==> config.mk <==
export PLATFORM = sky130hd
export DESIGN_NAME = pc_unit_flat
export DESIGN_NICKNAME = d
export VERILOG_FILES = /design/src/rtl/pc_pkg.sv /design/src/rtl/pc_unit_if.sv /design/src/rtl/pc_next_calc.sv /design/src/rtl/pc_unit.sv /design/src/flat_wrapper.sv
export SDC_FILE = /design/constraint.sdc
export NUM_CORES = 1
export LEC_CHECK = 0
export CELL_PAD_IN_SITES_DETAIL_PLACEMENT = 0
export CELL_PAD_IN_SITES_GLOBAL_PLACEMENT = 2
export CORE_MARGIN = 1
export CORE_UTILIZATION = 27
export CTS_CLUSTER_DIAMETER = 120
export DETAILED_ROUTE_END_ITERATION = 7
export PLACE_DENSITY = 0.78
export SYNTH_ARGS = -nofsm -noshare
export SYNTH_HDL_FRONTEND = slang
export SYNTH_SLANG_ARGS = --single-unit
==> constraint.sdc <==
create_clock -name clk -period 4.8 [get_ports clk]
set_input_delay 1.2 -clock clk [delete_from_list [all_inputs] [get_ports clk]]
set_output_delay 1.2 -clock clk [all_outputs]
set_load 0.02 [all_outputs]
==> src/rtl/pc_pkg.sv <==
// pc_pkg: shared types and constants for the program-counter unit.
// FSM state encoding, branch/jump field constants and the next-PC select code.
// Optional build macro affecting users of this package: PC_ALIGN_CHECK_EN.
package pc_pkg;

  typedef enum logic [1:0] {
    ST_BOOT = 2'd0,
    ST_RUN  = 2'd1,
    ST_TRAP = 2'd2
  } pc_state_e;

  localparam int BRANCH_SHIFT = 2;
  localparam int JUMP_IDX_W   = 26;

  typedef enum logic [2:0] {
    SEL_HOLD   = 3'd0,
    SEL_SEQ    = 3'd1,
    SEL_BRANCH = 3'd2,
    SEL_JUMP   = 3'd3,
    SEL_JREG   = 3'd4,
    SEL_EPC    = 3'd5,
    SEL_VECTOR = 3'd6
  } next_sel_e;

  // BEQ takes the branch on zero, BNE on non-zero.
  function automatic logic branch_taken(input logic branch,
                                        input logic zero,
                                        input logic branch_ne);
    return branch & (zero ^ branch_ne);
  endfunction

endpackage

==> src/rtl/pc_unit_if.sv <==
// pc_unit_if: control inputs and address outputs of the program-counter unit.
// The slave modport is the PC unit itself; the master modport is the core side.
// With PC_ALIGN_CHECK_EN defined, a misaligned pulse is carried as well.
interface pc_unit_if #(
  parameter int ADDR_W = 32,
  parameter int CNT_W  = 32
);

  logic [31:0]       instruction;
  logic              zero;
  logic              branch;
  logic              branch_ne;
  logic              jump;
  logic              jump_reg;
  logic [ADDR_W-1:0] rs_data;
  logic              stall;
  logic              exception;
  logic              eret;
  logic [ADDR_W-1:0] addr;
  logic [ADDR_W-1:0] pc_plus4;
  logic [ADDR_W-1:0] epc;
  logic              in_trap;
  logic [CNT_W-1:0]  retired;
`ifdef PC_ALIGN_CHECK_EN
  logic              misaligned;
`endif

  modport master (
    output instruction, zero, branch, branch_ne, jump, jump_reg, rs_data,
    output stall, exception, eret,
`ifdef PC_ALIGN_CHECK_EN
    input  misaligned,
`endif
    input  addr, pc_plus4, epc, in_trap, retired
  );

  modport slave (
    input  instruction, zero, branch, branch_ne, jump, jump_reg, rs_data,
    input  stall, exception, eret,
`ifdef PC_ALIGN_CHECK_EN
    output misaligned,
`endif
    output addr, pc_plus4, epc, in_trap, retired
  );

endinterface

==> src/rtl/pc_next_calc.sv <==
// pc_next_calc: purely combinational candidate-address generator.
// Produces addr+4, the PC-relative branch target, the region-relative J/JAL
// target and the word-aligned JR target; pc_unit picks among them.
module pc_next_calc
  import pc_pkg::*;
#(
  parameter int ADDR_W = 32
) (
  input  logic [ADDR_W-1:0] addr,
  input  logic [31:0]       instruction,
  input  logic [ADDR_W-1:0] rs_data,
  output logic [ADDR_W-1:0] pc_plus4,
  output logic [ADDR_W-1:0] branch_target,
  output logic [ADDR_W-1:0] jump_target,
  output logic [ADDR_W-1:0] jreg_target
);

  logic [ADDR_W-1:0]       imm_sext;
  logic [ADDR_W-1:0]       branch_offset;
  logic [JUMP_IDX_W+1:0]   jump_low;
  logic                    unused_bits;

  assign pc_plus4      = addr + ADDR_W'(4);
  assign imm_sext      = {{(ADDR_W-16){instruction[15]}}, instruction[15:0]};
  assign branch_offset = imm_sext << BRANCH_SHIFT;
  assign branch_target = pc_plus4 + branch_offset;
  assign jump_low      = {instruction[JUMP_IDX_W-1:0], 2'b00};

  // The jump index covers the low 28 bits; any bits above come from pc_plus4.
  generate
    if (ADDR_W > JUMP_IDX_W + 2) begin : g_region
      assign jump_target = {pc_plus4[ADDR_W-1:JUMP_IDX_W+2], jump_low};
    end else begin : g_no_region
      assign jump_target = jump_low;
    end
  endgenerate

  assign jreg_target = {rs_data[ADDR_W-1:2], 2'b00};

  // Opcode bits and the JR low bits play no part in target generation.
  assign unused_bits = ^{instruction[31:JUMP_IDX_W], rs_data[1:0]};

endmodule

==> src/rtl/pc_unit.sv <==
// pc_unit: program-counter unit for the single-cycle MIPS core.
// BOOT/RUN/TRAP FSM, next-PC selection, EPC register and retired counter.
// Optional feature macro: PC_ALIGN_CHECK_EN (JR to a non-word address traps
// and pulses bus.misaligned instead of silently clearing the low bits).
module pc_unit
  import pc_pkg::*;
#(
  parameter int          ADDR_W     = 32,
  parameter logic [31:0] RESET_ADDR = 32'h0000_0000,
  parameter logic [31:0] EXC_VECTOR = 32'h8000_0180,
  parameter int          CNT_W      = 32
) (
  input  logic       clk,
  input  logic       reset,
  pc_unit_if.slave   bus
);

  localparam logic [ADDR_W-1:0] RESET_PC = RESET_ADDR[ADDR_W-1:0];
  localparam logic [ADDR_W-1:0] EXC_PC   = EXC_VECTOR[ADDR_W-1:0];

  pc_state_e         state, state_next;
  next_sel_e         sel;
  logic [ADDR_W-1:0] addr_q, addr_next;
  logic [ADDR_W-1:0] epc_q;
  logic [CNT_W-1:0]  retired_q;
  logic              take_trap;
  logic              retire;
  logic [ADDR_W-1:0] pc_plus4, branch_target, jump_target, jreg_target;
`ifdef PC_ALIGN_CHECK_EN
  logic              misaligned_now;
`endif

  pc_next_calc #(.ADDR_W(ADDR_W)) u_next_calc (
    .addr          (addr_q),
    .instruction   (bus.instruction),
    .rs_data       (bus.rs_data),
    .pc_plus4      (pc_plus4),
    .branch_target (branch_target),
    .jump_target   (jump_target),
    .jreg_target   (jreg_target)
  );

  // Next-state and next-PC source selection, RUN inputs in priority order.
  always_comb begin
    state_next = state;
    sel        = SEL_HOLD;
    take_trap  = 1'b0;
    retire     = 1'b0;
`ifdef PC_ALIGN_CHECK_EN
    misaligned_now = 1'b0;
`endif
    case (state)
      ST_BOOT: begin
        state_next = ST_RUN;
        sel        = SEL_HOLD;
      end
      ST_TRAP: begin
        state_next = ST_RUN;
        sel        = bus.stall ? SEL_HOLD : SEL_SEQ;
      end
      ST_RUN: begin
        if (bus.exception) begin
          take_trap = 1'b1;
        end else if (bus.eret) begin
          sel = SEL_EPC;
        end else if (bus.stall) begin
          sel = SEL_HOLD;
        end else if (bus.jump_reg) begin
`ifdef PC_ALIGN_CHECK_EN
          if (bus.rs_data[1:0] != 2'b00) begin
            take_trap      = 1'b1;
            misaligned_now = 1'b1;
          end else begin
            sel = SEL_JREG;
          end
`else
          sel = SEL_JREG;
`endif
        end else if (bus.jump) begin
          sel = SEL_JUMP;
        end else if (branch_taken(bus.branch, bus.zero, bus.branch_ne)) begin
          sel = SEL_BRANCH;
        end else begin
          sel = SEL_SEQ;
        end
        if (take_trap) begin
          sel        = SEL_VECTOR;
          state_next = ST_TRAP;
        end
        retire = !take_trap && (bus.eret || !bus.stall);
      end
      default: begin
        state_next = ST_BOOT;
        sel        = SEL_HOLD;
      end
    endcase
  end

  // Turn the select code into the address loaded on the next edge.
  always_comb begin
    addr_next = addr_q;
    case (sel)
      SEL_HOLD:   addr_next = addr_q;
      SEL_SEQ:    addr_next = pc_plus4;
      SEL_BRANCH: addr_next = branch_target;
      SEL_JUMP:   addr_next = jump_target;
      SEL_JREG:   addr_next = jreg_target;
      SEL_EPC:    addr_next = epc_q;
      SEL_VECTOR: addr_next = EXC_PC;
      default:    addr_next = addr_q;
    endcase
  end

  // State, PC, EPC and retired counter registers with synchronous reset.
  always_ff @(posedge clk) begin
    if (reset) begin
      state     <= ST_BOOT;
      addr_q    <= RESET_PC;
      epc_q     <= '0;
      retired_q <= '0;
    end else begin
      state  <= state_next;
      addr_q <= addr_next;
      if (take_trap) begin
        epc_q <= addr_q;
      end
      if (retire) begin
        retired_q <= retired_q + CNT_W'(1);
      end
    end
  end

  assign bus.addr     = addr_q;
  assign bus.pc_plus4 = pc_plus4;
  assign bus.epc      = epc_q;
  assign bus.in_trap  = (state == ST_TRAP);
  assign bus.retired  = retired_q;
`ifdef PC_ALIGN_CHECK_EN
  assign bus.misaligned = misaligned_now;
`endif

endmodule

==> src/flat_wrapper.sv <==
// flat-port wrapper written by rule: the top's interface ports become plain ports
module pc_unit_flat import pc_pkg::*;
#(
  parameter int          ADDR_W     = 32,
  parameter logic [31:0] RESET_ADDR = 32'h0000_0000,
  parameter logic [31:0] EXC_VECTOR = 32'h8000_0180,
  parameter int          CNT_W      = 32
)
  (clk, reset, bus_instruction, bus_zero, bus_branch, bus_branch_ne, bus_jump, bus_jump_reg, bus_rs_data, bus_stall, bus_exception, bus_eret, bus_addr, bus_pc_plus4, bus_epc, bus_in_trap, bus_retired);
  pc_unit_if #(.ADDR_W(ADDR_W), .CNT_W(CNT_W)) bus_i ();
  input  logic clk;
  input  logic reset;
  input wire logic [$bits(bus_i.instruction)-1:0] bus_instruction;
  input wire logic [$bits(bus_i.zero)-1:0] bus_zero;
  input wire logic [$bits(bus_i.branch)-1:0] bus_branch;
  input wire logic [$bits(bus_i.branch_ne)-1:0] bus_branch_ne;
  input wire logic [$bits(bus_i.jump)-1:0] bus_jump;
  input wire logic [$bits(bus_i.jump_reg)-1:0] bus_jump_reg;
  input wire logic [$bits(bus_i.rs_data)-1:0] bus_rs_data;
  input wire logic [$bits(bus_i.stall)-1:0] bus_stall;
  input wire logic [$bits(bus_i.exception)-1:0] bus_exception;
  input wire logic [$bits(bus_i.eret)-1:0] bus_eret;
  output wire logic [$bits(bus_i.addr)-1:0] bus_addr;
  output wire logic [$bits(bus_i.pc_plus4)-1:0] bus_pc_plus4;
  output wire logic [$bits(bus_i.epc)-1:0] bus_epc;
  output wire logic [$bits(bus_i.in_trap)-1:0] bus_in_trap;
  output wire logic [$bits(bus_i.retired)-1:0] bus_retired;
  assign bus_i.instruction = bus_instruction;
  assign bus_i.zero = bus_zero;
  assign bus_i.branch = bus_branch;
  assign bus_i.branch_ne = bus_branch_ne;
  assign bus_i.jump = bus_jump;
  assign bus_i.jump_reg = bus_jump_reg;
  assign bus_i.rs_data = bus_rs_data;
  assign bus_i.stall = bus_stall;
  assign bus_i.exception = bus_exception;
  assign bus_i.eret = bus_eret;
  assign bus_addr = bus_i.addr;
  assign bus_pc_plus4 = bus_i.pc_plus4;
  assign bus_epc = bus_i.epc;
  assign bus_in_trap = bus_i.in_trap;
  assign bus_retired = bus_i.retired;
  pc_unit #(.ADDR_W(ADDR_W), .RESET_ADDR(RESET_ADDR), .EXC_VECTOR(EXC_VECTOR), .CNT_W(CNT_W)) u_core (.clk(clk), .reset(reset), .bus(bus_i));
endmodule
-- Word-level counts from Yosys, hierarchy flattened
Cells that the tools add are included.
- output and inout bits: 129
- flip-flop bits (word level): 98
- RAM bits: 0
- latch bits: 0
- memories kept: 0
- ROM bits: 0
- eq/ne operators: 9
- div/mod/pow operators: 0
- reduce and logical (&&, ||, !) cells: 7
- muxes and demuxes: 16
- add/subtract/negate cells: 3
- magnitude comparators: 0
- bitwise gates (word level): 2
- shifts and indexed selects: 0
- multipliers: 0
- operator list (operator ; number):
    case mux 32 bit (6 select lines) ; 1
    adder 32 x 1 -> 32 bit (second input constant) ; 1
    adder 32 x 3 -> 32 bit (second input constant) ; 1
    adder 32 bit ; 1
    two-way mux 3 bit ; 6
    equality test 3 bit (second input constant) ; 3
    equality test 3 x 2 -> 1 bit (second input constant) ; 2
    case mux 3 bit (2 select lines) ; 1
    nonzero test 6 bit ; 1
    two-way mux 1 bit ; 5
    two-way mux 2 bit ; 2
    case mux 2 bit (2 select lines) ; 1
    equality test 3 x 1 -> 1 bit (second input constant) ; 1
    equality test 2 x 1 -> 1 bit (second input constant) ; 1
    equality test 2 bit (second input constant) ; 1
    logical NOT 1 bit ; 2
    logical NOT 2 bit ; 1
    inequality test 2 x 1 -> 1 bit (second input constant) ; 1
    OR reduction 2 bit ; 1
    bitwise AND 1 bit ; 1
    logical AND 1 bit ; 1
    logical OR 1 bit ; 1
    XOR 1 bit ; 1

-- Depth between registers and ports, before layout
- depth after elaboration: 12
- mapped depth: 18

-- By module
Synthesis repeated with hierarchy kept, for this count alone.
- cell total of the unflattened synthesis: 958
- area total of the unflattened synthesis: 7837.5 um^2
- modules (own cells, without submodules) (module ; instances ; sequential area each (um^2) ; cells an instance ; area each (um^2)):
    pc_unit ; 1 ; 1961.9 ; 554 ; 5027.3
    pc_next_calc ; 1 ; 0.0 ; 404 ; 2810.2

-- Least setup slack after synthesis
Ideal clock, no wire load.
- kind: reg-to-reg
- from: register u_core.addr_q[2], in the netlist u_core.bus.addr[2]
- to: register u_core.addr_q[31], in the netlist u_core.bus.addr[31]
- library setup time: 129 ps
- path buffers: 1
- clock period less this slack: 4275 ps
- setup slack: 525 ps
- stages on the path, launching flop included: 17
- arrival: 4146 ps
- cells stage by stage: dfxtp_1 -> ha_1 -> nand4_1 -> or2_2 -> clkbuf_1 -> nand2b_1 -> xnor2_1 -> ha_1 -> nor2_1 -> a32o_2 -> or3_1 -> o221ai_2 -> a31oi_2 -> and3_1 -> or3_1 -> a221oi_1 -> o41ai_2
- cells in the longest elaborated chain, start to end: 3
- ends and longest elaborated chain (element ; RTL line ; source):
    start, declared ; pc_unit.sv:23 ; logic [ADDR_W-1:0] addr_q, addr_next;
    start signal, assigned ; pc_unit.sv:123 ; addr_q <= addr_next;
    adder 32 x 3 -> 32 bit ; pc_next_calc.sv:23 ; assign pc_plus4 = addr + ADDR_W'(4);
    named net bus_pc_plus4[20] ; flat_wrapper.sv:24 ; output wire logic [$bits(bus_i.pc_plus4)-1:0] bus_pc_plus4;
    adder 32 bit ; pc_next_calc.sv:26 ; assign branch_target = pc_plus4 + branch_offset;
    case mux 32 bit (6 select lines) ; pc_unit.sv:102 ; case (sel)
The timed path passes the listed nets, and every way through them passes these cells.
A chain may end at the register's enable or synchronous reset.

-- Worst setup path after layout
- from: register u_core.addr_q[15], in the netlist u_core.bus.addr[15]
- to: output port bus_pc_plus4[29]
- cells in the longest elaborated chain, start to end: 1
- ends and longest elaborated chain (element ; RTL line):
    adder 32 x 3 -> 32 bit ; pc_next_calc.sv:23
    end, declared ; flat_wrapper.sv:24
No other way between the ends.

==> out/metrics.csv <==
stage,metric,value,unit
sta,worst-margin pin slew,0.9227,ns
cells_and_area,Layout area overhead,39.17,%
global_routing,Overflow after GRT,0,
sta,final setup fails,0,
floorplanning,Die ar.,0.02670,mm^2
cells_and_area,Filler cells,2685,
floorplanning,core footprint,0.02540,mm^2
sta,final hold vios,0,
clock_network,post-CTS setup buffer count,0,
clock_network,CTS root buf,clkbuf_16,
synth,synthesized flop and latch total,98,
sta,Worst slew margin,0.3826,
placement,Placer Congestion,0.8756,
floorplanning,Initial Util,0.2769,
power_and_ir_drop,leakage,3.652,nW
clock_network,maximum clock path buffer count,2,
routing,# DRC,0,
sta,Final Cycle Share,0.9495,
routing,initial DRC count,457,
synth,sequential area share after synthesis,0.2789,
synth,Mean Syn Cell Area,7.475,um^2
synth,post-synthesis async set-or-reset flop share,0,
placement,Buffers on Ports,194,
global_routing,Total GRT Usage,0.2059,
global_routing,vias in the first global route,7394,
routing,Initial DRT Pass Iterations,5,
sta,setup TNS,0,ns
floorplanning,die extent in y,163.4,um
setup_path,CP arrival,3.36,ns
floorplanning,Top Ports,203,
power_and_ir_drop,VDD IR max,0.0001252,V
power_and_ir_drop,switching fraction of total power,0.3733,
synth,Main synth FF type,dfxtp_1,
sta,Tmin final,4.558,ns
clock_network,Worst-Skew Late Latency,0.37,ns
placement,detailed placer's ending HPWL,20480,um
cells_and_area,Nets,1245,
global_routing,largest net degree at the start of global routing,50,
cells_and_area,Util after Layout,0.3854,
setup_path,crit path launch type,flop,
setup_path,reg2reg setup slack,0.36,ns
synth,Mapped Area,0.007034,mm^2
global_routing,first-pass GRT wire length,42620,um
sta,Slew Limit Fails,0,
clock_network,H-tree Lvls,3,
routing,Total Wirelength,27520,um
sta,Worst Clk Skew,0.01406,ns
power_and_ir_drop,combinational group share of total power,0.357,
clock_network,CTS tree,done,
clock_network,# clock sinks,98,
power_and_ir_drop,Clk pwr share,0.297,
synth,Post-Syn Instances,941,
clock_network,post-CTS sizing,0,
floorplanning,FP Rows,58,
clock_network,Clock transition at path regs,0.08,ns
synth,Ys Warns,0,
routing,ANT nets after route,0,
routing,Via Count,7534,
setup_path,critical path capture point type,output pin,
clock_network,CTS Hold Buffers Added,0,
power_and_ir_drop,Switch Pwr,968.7,uW
min_path,Hold Crit Class,reg -> reg,
global_routing,initial antenna violation count,1,
power_and_ir_drop,P_int,1.626,mW
setup_path,CP required,3.60,ns
power_and_ir_drop,PwrDens,265.0,mW/mm^2
routing,Via density,5.143,
sta,Fmax achieved,0.2194,GHz
outcome,status,"finished, final reports clean",
routing,routed length per instance,18.79,um
flow_run,max_cap viols,0,
sta,RSZ-0062 raised after global routing,no,
synth,Post-synth EDFFs,0,
setup_path,crit-path max FO,6,
clock_network,CTS Buf Count,9,
synth,syn nets,1057,
setup_path,crit path kind,reg -> out,
power_and_ir_drop,Reg power frac,0.346,
floorplanning,DIE WIDTH,163.4,um
cells_and_area,layout cells sized above 1,0.06702,
synth,Synth cell types,72,
==> cell families after synthesis <==
group | synth area share
simple gates | 0.2368
compound gates | 0.2572
flops | 0.2789
buf+inv | 0.04891
xor+xnor | 0.09089
fa+ha+maj | 0.07577
mux | 0.01156
==> final cells by class <==
class,instances,area [um^2],area share
Clock buffer,10,239.0,0.02441
Clock inverter,6,56.30,0.005752
Inverter,30,112.6,0.01150
Antenna cell,1,2.502,0.0002556
Sequential cell,98,1962,0.2004
Tap cell,330,412.9,0.04218
Multi-Input combinational cell,759,4750,0.4852
Timing Repair Buffer,231,2255,0.2303
==> per-layer routing <==
metal	GRT usage	up-vias	wire, um
met1	0.2830	3574	12960
met5	0	-	0
met3	0.02844	17	1500
met2	0.3359	190	12790
li1	-	3753	-
met4	0.05098	0	269
==> worst paths after layout <==
check        cells after the start                                to                        startpoint
max                              8                  bus_pc_plus4[29]  u_core.bus.addr[15]$_SDFFE_PP0P_
min reg2reg                      2   u_core.bus.epc[13]$_SDFFE_PP0P_   u_core.bus.epc[13]$_SDFFE_PP0P_
min                              2   u_core.bus.epc[13]$_SDFFE_PP0P_   u_core.bus.epc[13]$_SDFFE_PP0P_
max reg2reg                     14  u_core.bus.addr[31]$_SDFFE_PP0P_   u_core.bus.addr[2]$_SDFFE_PP0P_
==> per-stage QoR <==
stage	power [mW]	cell area, um^2	cells	hold WS (ns)	setup WS, ns
after detailed placement	1.843	9492	1448	0.4621	0.1797
after CTS	2.618	9787	1464	0.4720	0.2309
after floorplan	1.455	7034	941	0.5153	0.5252
after global routing	2.734	9787	1464	0.4957	0.04138
final	2.595	9789	1465	0.4748	0.2424
after global placement	1.844	9492	1448	0.4597	0.1994
==> registers in the layout, indices dropped and copies added, names as in the netlist <==
signal / cells
u_core.bus.retired: 32
u_core.state: 2
u_core.bus.addr: 32
u_core.bus.epc: 32
==> worst max-delay path: stages, from the launching register on <==
cell and delay [ns]:
dfxtp_1 0.46, nand4_1 0.20, nor2_1 0.28, nand4_1 0.40, nor2_1 0.34, buf_4 0.17
nand3_1 0.08, xnor2_1 0.35, clkdlybuf4s50_1 0.71
==> power groups by stage <==
stage / clock network [mW] / logic, mW / registers (mW)
floorplan: 0 / 0.505 / 0.950
global placement: 0 / 0.928 / 0.916
detailed placement: 0 / 0.927 / 0.916
CTS: 0.788 / 0.932 / 0.898
global route: 0.819 / 1.01 / 0.904
finish: 0.769 / 0.927 / 0.898
==> layout by cell type, fill, tap and decap left out, types with 4 or more instances in the layout <==
cell type / synthesis / final
clkdlybuf4s50_1: 0 / 193
nand2_1: 150 / 149
dfxtp_1: 98 / 98
nor2_1: 97 / 95
a21oi_1: 87 / 87
o21ai_0: 42 / 42
ha_1: 41 / 41
xnor2_1: 40 / 40
buf_4: 4 / 35
xor2_1: 33 / 33
nand3_1: 31 / 31
inv_1: 30 / 30
nor3_1: 19 / 18
nand4_1: 15 / 15
and3_1: 15 / 15
a211oi_1: 13 / 13
a221oi_1: 13 / 13
or3_1: 11 / 11
a22oi_1: 11 / 11
a21o_1: 10 / 10
a222oi_1: 10 / 10
clkbuf_16: 0 / 9
a311oi_1: 8 / 8
a22o_1: 8 / 8
mux2i_1: 7 / 7
o211ai_1: 7 / 7
and2_1: 6 / 6
nand2b_1: 6 / 6
nor2b_1: 4 / 4
o21bai_1: 4 / 4
o221ai_1: 4 / 4
==> synth_stat cells, types with 4 or more instances <==
library cell,n,area [um^2]
o21bai_1,4,30.03
a211oi_1,13,97.59
a22o_1,8,70.07
a222oi_1,10,100.1
o211ai_1,7,52.55
and2_1,6,37.54
nor2_1,97,364.1
a311oi_1,8,70.07
a22oi_1,11,82.58
buf_2,11,55.05
and3_1,15,93.84
a21oi_1,87,435.4
nand2b_1,6,37.54
buf_4,4,30.03
inv_1,30,112.6
nand2_1,150,563.0
o21ai_0,42,210.2
o221ai_1,4,35.03
nand3_1,31,155.2
or3_1,11,68.82
xnor2_1,40,350.3
a21o_1,10,75.07
a221oi_1,13,113.9
ha_1,41,513.0
mux2i_1,7,70.07
clkbuf_1,36,135.1
dfxtp_1,98,1962
nor2b_1,4,25.02
xor2_1,33,289.0
nand4_1,15,93.84
nor3_1,19,95.09
Note: power is estimated with default switching activity, not from simulation.
